**src/rtl/simd_pkg.sv**
```systemverilog
// Shared definitions for the SIMD processor front end: opcodes, issue FSM
// states, default latencies and the writeback-slot helper.
package simd_pkg;

    localparam logic [3:0] OP_CRGS = 4'b0000;
    localparam logic [3:0] OP_XOR  = 4'b0001;
    localparam logic [3:0] OP_SUM  = 4'b0010;
    localparam logic [3:0] OP_SUB  = 4'b0011;
    localparam logic [3:0] OP_MUL  = 4'b0100;
    localparam logic [3:0] OP_SHFD = 4'b0101;
    localparam logic [3:0] OP_SHFI = 4'b0110;
    localparam logic [3:0] OP_INC  = 4'b0111;
    localparam logic [3:0] OP_CMP  = 4'b1000;
    localparam logic [3:0] OP_J    = 4'b1010;

    localparam int DEF_ALU_LAT        = 3;
    localparam int DEF_MUL_LAT        = 5;
    localparam int DEF_BRANCH_BUBBLES = 2;

    typedef enum logic {
        RUN    = 1'b0,
        SQUASH = 1'b1
    } issue_state_t;

    // One-hot mask selecting slot lat of a [7:1] writeback pipe.
    function automatic logic [6:0] slot_mask(input logic [2:0] lat);
        return 7'(7'b1 << (lat - 3'd1));
    endfunction

endpackage

```
**src/rtl/reg_scoreboard.sv**
```systemverilog
// Sixteen 3-bit pending-write down-counters for one register file.
module reg_scoreboard (
    input  logic        clk,
    input  logic        rst,
    input  logic        load,
    input  logic [3:0]  load_idx,
    input  logic [2:0]  load_val,
    output logic [15:0] busy,
    output logic [15:0] pending
);

    logic [2:0] cnt [16];

    // A fresh load overrides the decrement of the same counter.
    always_ff @(posedge clk or posedge rst) begin
        if (rst) begin
            for (int i = 0; i < 16; i++) cnt[i] <= 3'd0;
        end else begin
            for (int i = 0; i < 16; i++) begin
                if (load && load_idx == 4'(i))
                    cnt[i] <= load_val;
                else if (cnt[i] != 3'd0)
                    cnt[i] <= cnt[i] - 3'd1;
            end
        end
    end

    // A count of 1 means the write lands this cycle, so readers may already issue.
    always_comb begin
        busy    = '0;
        pending = '0;
        for (int i = 0; i < 16; i++) begin
            busy[i]    = (cnt[i] != 3'd0);
            pending[i] = (cnt[i] > 3'd1);
        end
    end

endmodule

```
**src/rtl/issue_controller.sv**
```systemverilog
// In-order issue and hazard controller between decode and execute: latency
// scoreboard, shared writeback port tracking and branch squash FSM.
module issue_controller
    import simd_pkg::*;
#(
    parameter int ALU_LAT        = DEF_ALU_LAT,
    parameter int MUL_LAT        = DEF_MUL_LAT,
    parameter int BRANCH_BUBBLES = DEF_BRANCH_BUBBLES
) (
    input  logic        clk,
    input  logic        rst,
    input  logic        id_valid,
    output logic        id_ready,
    input  logic [3:0]  opcode,
    input  logic [3:0]  rs1,
    input  logic [3:0]  rs2,
    input  logic        rs1_used,
    input  logic        rs2_used,
    input  logic        rs_vec,
    input  logic [3:0]  RegToWrite,
    input  logic        RegWriteEnSc,
    input  logic        RegWriteEnVec,
    input  logic        OverWriteNz,
    input  logic [2:0]  PcWriteEn,
    output logic        ex_valid,
    output logic [2:0]  ex_lat,
    output logic        flush_fetch,
    output logic [15:0] busy_sc,
    output logic [15:0] busy_vec
);

    localparam logic [2:0] ALU_L = 3'(ALU_LAT);
    localparam logic [2:0] MUL_L = 3'(MUL_LAT);
    localparam int         BW    = $clog2(BRANCH_BUBBLES + 1);

    issue_state_t state, next_state;
    logic [BW-1:0] bubble_cnt;
    logic [2:0]    flags_cnt;
    logic [7:1]    wb_pipe;
    logic [7:1]    wb_shift;
    logic [15:0]   pend_sc, pend_vec, src_pend;
    logic [2:0]    lat;
    logic          writes, is_branch, raw, waw, port_hit, flag_hit, stall, issue;

    assign lat       = (opcode == OP_MUL) ? MUL_L : ALU_L;
    assign writes    = RegWriteEnSc | RegWriteEnVec;
    assign is_branch = (PcWriteEn != 3'd0);
    assign src_pend  = rs_vec ? pend_vec : pend_sc;
    // Compare against the pipe as it will look after this cycle's shift.
    assign wb_shift  = wb_pipe >> 1;

    assign raw      = (rs1_used & src_pend[rs1]) | (rs2_used & src_pend[rs2]);
    assign waw      = (RegWriteEnSc & pend_sc[RegToWrite]) | (RegWriteEnVec & pend_vec[RegToWrite]);
    assign port_hit = writes & (|(wb_shift & slot_mask(lat)));
    assign flag_hit = is_branch & (flags_cnt > 3'd1);
    assign stall    = raw | waw | port_hit | flag_hit;

    reg_scoreboard u_sb_sc (
        .clk      (clk),
        .rst      (rst),
        .load     (issue & RegWriteEnSc),
        .load_idx (RegToWrite),
        .load_val (lat),
        .busy     (busy_sc),
        .pending  (pend_sc)
    );

    reg_scoreboard u_sb_vec (
        .clk      (clk),
        .rst      (rst),
        .load     (issue & RegWriteEnVec),
        .load_idx (RegToWrite),
        .load_val (lat),
        .busy     (busy_vec),
        .pending  (pend_vec)
    );

    always_ff @(posedge clk or posedge rst) begin
        if (rst) state <= RUN;
        else     state <= next_state;
    end

    always_comb begin
        next_state = state;
        unique case (state)
            RUN:    if (issue && is_branch) next_state = SQUASH;
            SQUASH: if (bubble_cnt <= BW'(1)) next_state = RUN;
            default: next_state = RUN;
        endcase
    end

    // During SQUASH decode is drained: everything is accepted and nothing issues.
    always_comb begin
        id_ready = 1'b0;
        issue    = 1'b0;
        unique case (state)
            RUN: begin
                id_ready = ~stall;
                issue    = id_valid & ~stall;
            end
            SQUASH:  id_ready = 1'b1;
            default: id_ready = 1'b0;
        endcase
    end

    always_ff @(posedge clk or posedge rst) begin
        if (rst) begin
            bubble_cnt  <= '0;
            flush_fetch <= 1'b0;
            ex_valid    <= 1'b0;
            ex_lat      <= 3'd0;
            flags_cnt   <= 3'd0;
            wb_pipe     <= '0;
        end else begin
            flush_fetch <= issue & is_branch;
            ex_valid    <= issue;
            ex_lat      <= issue ? lat : 3'd0;
            if (issue && is_branch)
                bubble_cnt <= BW'(BRANCH_BUBBLES);
            else if (bubble_cnt != '0)
                bubble_cnt <= bubble_cnt - BW'(1);
            if (issue && OverWriteNz)
                flags_cnt <= ALU_L;
            else if (flags_cnt != 3'd0)
                flags_cnt <= flags_cnt - 3'd1;
            wb_pipe <= wb_shift | ((issue && writes) ? slot_mask(lat) : 7'd0);
        end
    end

endmodule
```
**config.mk**
```make
export PLATFORM = sky130hd
export DESIGN_NAME = issue_controller
export DESIGN_NICKNAME = d
export VERILOG_FILES = /design/src/rtl/simd_pkg.sv /design/src/rtl/reg_scoreboard.sv /design/src/rtl/issue_controller.sv
export SDC_FILE = /design/constraint.sdc
export NUM_CORES = 1
export LEC_CHECK = 0
export CORE_MARGIN = 2
export CORE_UTILIZATION = 23
export DETAILED_ROUTE_END_ITERATION = 8
export PLACE_DENSITY_LB_ADDON = 0.3
export SLEW_MARGIN = 20
export SYNTH_ARGS = -nofsm -noshare
export SYNTH_HDL_FRONTEND = slang
export SYNTH_HIERARCHICAL = 1
export SYNTH_SLANG_ARGS = --single-unit
```
**constraint.sdc**
```tcl
create_clock -name clk -period 3.7 [get_ports clk]
set_input_delay 0.74 -clock clk [delete_from_list [all_inputs] [get_ports clk]]
set_output_delay 0.74 -clock clk [all_outputs]
set_load 0.02 [all_outputs]
```
### Word level (Yosys, flattened, before mapping)

Index checks and enable logic that the tools add are counted.

* bits in registers: 114
* output and inout port bits: 38

* bitwise logic cells: 20
* multiplexer cells: 85
* add/sub/neg operators: 35
* order comparisons: 37
* reductions and logical operators: 106
* shift operators: 1
* eq/ne operators: 16

Operator list (number)
* 3-bit two-way mux: 68
* 3-bit nonzero test: 34
* 3-bit by 1-bit subtractor with 3-bit output (second input constant): 34
* 3-bit by 1-bit greater-than comparator with 1-bit output (second input constant): 33
* 2-bit nonzero test: 35
* 1-bit logical AND: 35
* 4-bit equality test (second input constant): 8
* 4-bit by 3-bit equality test with 1-bit output (second input constant): 5
* 1-bit binary-select mux with 4-bit select: 4
* 16-bit two-way mux: 1
* 4-bit by 5-bit < comparator with 1-bit output (second input constant): 3
* 1-bit AND: 10
* 4-bit by 2-bit equality test with 1-bit output (second input constant): 2
* 6-bit by 7-bit AND with 7-bit output: 1
* 1-bit two-way mux: 7
* 7-bit two-way mux: 1
* 6-bit by 7-bit bitwise OR with 7-bit output: 1
* 7-bit OR reduction: 1
* 1-bit by 3-bit << shifter with 7-bit output (first input constant): 1
* 1-bit bitwise OR: 6
* 4-bit by 1-bit equality test with 1-bit output (second input constant): 1
* 4-bit zero test: 1
* 2-bit two-way mux: 2
* 1-bit case mux with 2 select lines: 2
* 3 further kinds: 4

### Longest topological paths before layout

* depth in word-level cells: 15
* mapped depth: 12
* depth with buffers taken out: 12

### Hierarchy

Netlist, hierarchy kept.

By module, submodules not included
* reg_scoreboard at u_sb_vec: area each 3439.5 sq um, cells each 316, times used 1
* reg_scoreboard at u_sb_sc: area each 3438.3 sq um, cells each 316, times used 1
* issue_controller: area each 1536.5 sq um, cells each 159, times used 1

### Least setup slack after synthesis

No wires, ideal clock.

* path kind: in2reg
* start: in opcode[1]
* end: reg u_sb_sc/cnt[37] in the netlist's numbering
* slack: 0.122 ns
* stages on the path: 10
* arrival time: 3.453 ns
* library setup time: 0.125 ns
* path buffers: 0
* cells stage by stage: or4b_1 -> inv_1 -> o22ai_1 -> a31oi_1 -> and3_1 -> nand4_4 -> nor2_1 -> nor3b_1 -> and2b_1 -> mux2_2

* longest elaborated chain between the ends: 15

Ends and longest elaborated chain
* from (decl): line issue_controller.sv:14 `input logic [3:0] opcode,`
* 4-bit by 3-bit equality test with 1-bit output *: line issue_controller.sv:45 `assign lat = (opcode == OP_MUL) ? MUL_L : ALU_L;`
* 3-bit two-way mux *: line issue_controller.sv:45
* via lat[2]: line issue_controller.sv:42 `logic [2:0] lat;`
* 3-bit by 1-bit subtractor with 3-bit output *: line simd_pkg.sv:27 `return 7'(7'b1 << (lat - 3'd1));`
* 1-bit by 3-bit << shifter with 7-bit output *: line simd_pkg.sv:27
* 6-bit by 7-bit AND with 7-bit output *: line issue_controller.sv:54 `assign port_hit = writes & (|(wb_shift & slot_mask(lat)));`
* 7-bit OR reduction *: line issue_controller.sv:54
* 1-bit AND *: line issue_controller.sv:54
* 1-bit bitwise OR * (2 in a row): line issue_controller.sv:56 `assign stall = raw | waw | port_hit | flag_hit;`
* 1-bit inverter *: line issue_controller.sv:99 `issue = id_valid & ~stall;`
* 1-bit AND *: line issue_controller.sv:99
* 1-bit two-way mux *: line issue_controller.sv:96 `unique case (state)`
* 1-bit AND *: line issue_controller.sv:61 `.load (issue & RegWriteEnSc),`
* 1-bit logical AND *: line reg_scoreboard.sv:20 `if (load && load_idx == 4'(i))`
* 3-bit two-way mux or 2-bit nonzero test (tied branches)
* to (signal, indexed assignment): line reg_scoreboard.sv:21 `cnt[i] <= load_val;`
* to (signal, indexed assignment): line reg_scoreboard.sv:23 `cnt[i] <= cnt[i] - 3'd1;`
* to (decl): line reg_scoreboard.sv:12 `logic [2:0] cnt [16];`

The timed path passes the listed nets; every way through them passes the cells marked *.
A chain may end at the register's enable or synchronous reset.

### Final worst setup path

* start: in rs_vec
* end: out id_ready

* longest elaborated chain between the ends: 10

Ends and longest elaborated chain
* from (decl): line issue_controller.sv:19 `input logic rs_vec,`
* 16-bit two-way mux *: line issue_controller.sv:48 `assign src_pend = rs_vec ? pend_vec : pend_sc;`
* 1-bit binary-select mux with 4-bit select: line issue_controller.sv:52 `assign raw = (rs1_used & src_pend[rs1]) | (rs2_used & src_pend[rs2]);`
* 1-bit two-way mux (not written as such): line issue_controller.sv:52
* 1-bit AND: line issue_controller.sv:52
* 1-bit bitwise OR *: line issue_controller.sv:52
* 1-bit bitwise OR * (3 in a row): line issue_controller.sv:56
* 1-bit inverter *: line issue_controller.sv:98 `id_ready = ~stall;`
* 1-bit case mux with 2 select lines *: line issue_controller.sv:96
* to (decl): line issue_controller.sv:13 `output logic id_ready,`

Mark *: on every way between the ends. The rest lies on a longest branch, timed or not. The select of a mux whose other input is x is not followed.

==> impl_metrics.json <==
{
  "number_of_antenna_violating_nets_in_the_routed_design": 0,
  "synth-warning-count": 6,
  "synthesis.instances": 791,
  "final_area_mm2": 0.0106,
  "pin_count": 66,
  "design.die.area_mm2": 0.0381,
  "min_to": "wb_pipe[4]$_DFF_PP0_",
  "tritoncts_num_sinks": 108,
  "worst-slew-pin-transition_ps": 663,
  "post_synth_main_area_contributors": "dfrtp_1, mux2_2, ha_1, mux2i_1, nor2_1",
  "grt_max_degree": 49,
  "syn_to_layout_area_delta_pct": 25.6,
  "synth.most_common_cell": "mux2_2",
  "total_number_of_h_tree_levels": 3,
  "number_of_design_rule_violations_left_by_the_first_detailed_router_iteration": 255,
  "finalNetCount": 1071,
  "drive_above_1_share_pct": 25.2,
  "seq_total_area_yosys_pct": 32.1,
  "status": "complete, no violations",
  "rr_endpoint": "u_sb_vec/cnt[5]$_DFFE_PP0P_",
  "antenna_found_initial": 1,
  "critical_path_arrival_ps": 2870,
  "maximum_buffer_depth_of_the_clock_tree": 2,
  "design_power_total_uw": 8360,
  "clock-root-buffer": "clkbuf_16",
  "clkTransAtPathRegs_ps": 70,
  "reg2reg_slack_ps": 230,
  "detailed_place.area_mm2": 0.0102,
  "netlist_top_cells_count": "mux2_2, dfrtp_1, ha_1",
  "met2WireLength_um": 10000,
  "core-area_mm2": 0.0363,
  "max_frequency_mhz": 277,
  "setup_viol_count_final": 0,
  "detailroute.wirelength.met3_um": 559,
  "detailed_place_hpwl_um": 16300,
  "r2r.worst_path.cells": 13,
  "period_minus_slack_ps": 3610,
  "endpoint_kind": "primary output",
  "place.detailed.instances": 1399,
  "grt_first_pass_wirelength_um": 33100,
  "hold_viol_final": 0,
  "synth-seq-cells": 108,
  "io_buffer_count": 65,
  "drc_violations_left": 0,
  "avgSynthCellArea_um2": 10.6,
  "async_flop_share_pct": 100,
  "wp_data_required_ps": 2960,
  "worst_hold_path_type": "register to register",
  "top_layer_used": "met4",
  "timing_worst_setup_path_type": "input pin to primary output",
  "worst_skew_late_latency_ps": 360,
  "rsz0062_at_grt": "false",
  "cts_hold_buffers": 0,
  "finalWirelength_um": 20600,
  "maxcap_violations": 0,
  "routabilityCongestion": 0.857,
  "core.rowCount": 70,
  "number_of_synthesized_flops_with_an_enable_pin": 0,
  "netlist.top_cell.by_area": "dfrtp_1",
  "syn_area_mm2": 0.00841,
  "worst_hold_path.num_cells": 0,
  "synthFlopType": "dfrtp_1",
  "initial_core_util_pct": 23.1,
  "post-route-period-util_pct": 97.5,
  "critical_path.startpoint_type": "input pin",
  "clock_tree_from_tritoncts": "built",
  "first_global_vias": 6153,
  "clock_skew_ps": 8.74,
  "worst_hold_startpoint": "wb_pipe[5]$_DFF_PP0_",
  "timing_max_transition_violations_final": 0,
  "detailedRoute.firstPassIterationCount": 4,
  "drt-met1-wl_um": 9620,
  "synth_largest_type_area_fraction_pct": 32.1,
  "timing.rr.start": "u_sb_sc/cnt[28]$_DFFE_PP0P_",
  "detail_route.wl_per_cell_um": 14.5,
  "cp_max_fo": 6,
  "num_vias": 6019,
  "finalNonFillerCells": 1417,
  "netlist-cell-type-count": 49,
  "power.leakage_uw": 0.00499,
  "cts_made_buffers": 9,
  "max-slew-margin-rel_pct": 55.8,
  "power.ir.vdd_worst_mv": 0.299,
  "dieWidth_um": 195,
  "die_height_um": 195,
  "grt_overflow": 0,
  "viasPerCell": 4.25,
  "powerDensity_mw_per_mm2": 791,
  "track_usage_pct": 11.1
}
[flip-flops by register name (all words and copies together), names as in the netlist]
signal        cells
flush_fetch       1
u_sb_vec/cnt     48
wb_pipe           2
state             1
flags_cnt         3
u_sb_sc/cnt      48
bubble_cnt        2
ex_lat            3
[worst max-delay path: stages]
cell           delay (ps)
dlygate4sd2_1         360
buf_4                 210
mux4_1                550
a2bb2oi_1             150
nand2_1                50
and4_1                260
nand4_1               230
nand2b_1              130
buf_2                 170
[cell families after synthesis]
logic type / count (synthesis) / share of synthesized area (%)
xor+xnor: 34 / 3.54
other cells: 1 / 0.0446
simple gates: 195 / 12.0
fa+ha+maj: 100 / 14.9
flops: 108 / 32.1
compound gates: 59 / 5.29
mux: 201 / 27.7
buf+inv: 93 / 4.36
[metrics by stage]
| step | util [%] | hold WS (ps) | TNS [ps] | worst slack [ps] |
|---|---|---|---|---|
| after floorplan | - | 331 | 0 | 122 |
| after global placement | 28.2 | 334 | -24250 | -584 |
| after detailed placement | 28.2 | 336 | -28190 | -608 |
| after CTS | 29.0 | 351 | 0 | 3.84 |
| after global routing | 29.1 | 359 | 0 | 5.21 |
| final | 29.1 | 349 | 0 | 91.8 |
[worst max path at each step]
| stage | start | endpoint | slack, ps |
|---|---|---|---|
| after floorplan | opcode[1] | u_sb_sc/cnt[37]$_DFFE_PP0P_ | 120 |
| after global placement | rs_vec | id_ready | -580 |
| after detailed placement | rs_vec | id_ready | -610 |
| after CTS | rs_vec | id_ready | 4 |
| after global routing | u_sb_vec/cnt[34]$_DFFE_PP0P_ | id_ready | 5 |
| final | rs_vec | id_ready | 90 |
[cells in the final DEF (no fill, tap or decap), drive strengths merged, types with 2 or more instances in the layout]
cell             n
nor3b            2
nand2b          44
o21bai          32
a211oi           2
a21oi            2
nor2b            6
or3              6
and2b            2
mux4            11
a22oi            5
a311oi           5
o22ai            2
o21ai            4
clkbuf           9
inv             79
nand4            2
buf             80
or4b             2
o21a             2
xnor2           33
conb            14
mux2           127
mux2i           63
ha             100
dfrtp          108
nor2            90
nand2           17
nand3b           4
clkdlybuf4s50   62
nand3           11
and4             2
clkinv           4
and3             3
dlygate4sd2      2
[per-layer routing]
metal	global-route usage, %	vias to the layer above
li1	-	2997
met3	1.74	20
met2	19.5	92
met4	3.25	0
met1	14.0	2910
met5	0	-
[area by class of cell]
cell class / count / area, um^2
inverters: 77 / 289
clock buffers: 9 / 225
well taps: 468 / 586
diodes: 1 / 2.50
multi-input cells: 603 / 5420
fillers: 3806 / 25800
repair buffers: 144 / 1260
clock inverters: 7 / 82.6
flip-flops and latches: 108 / 2700
[power by group]
part           leakage (uW)  total, uW  internal [uW]  switching [uW]
clock network      0.000151       1010            535             477
registers           0.00129       2230           1810             417
logic               0.00355       5120           2740            2390
total               0.00499       8360           5080            3280
[repair_timing]
action,CTS,global route
setup endpoints to repair,13,4
resized for setup,8,11
setup buffers,1,0
pin swaps,1,2
endpoints found under the hold margin,0,0
Note: power is estimated with default switching activity, not from simulation.
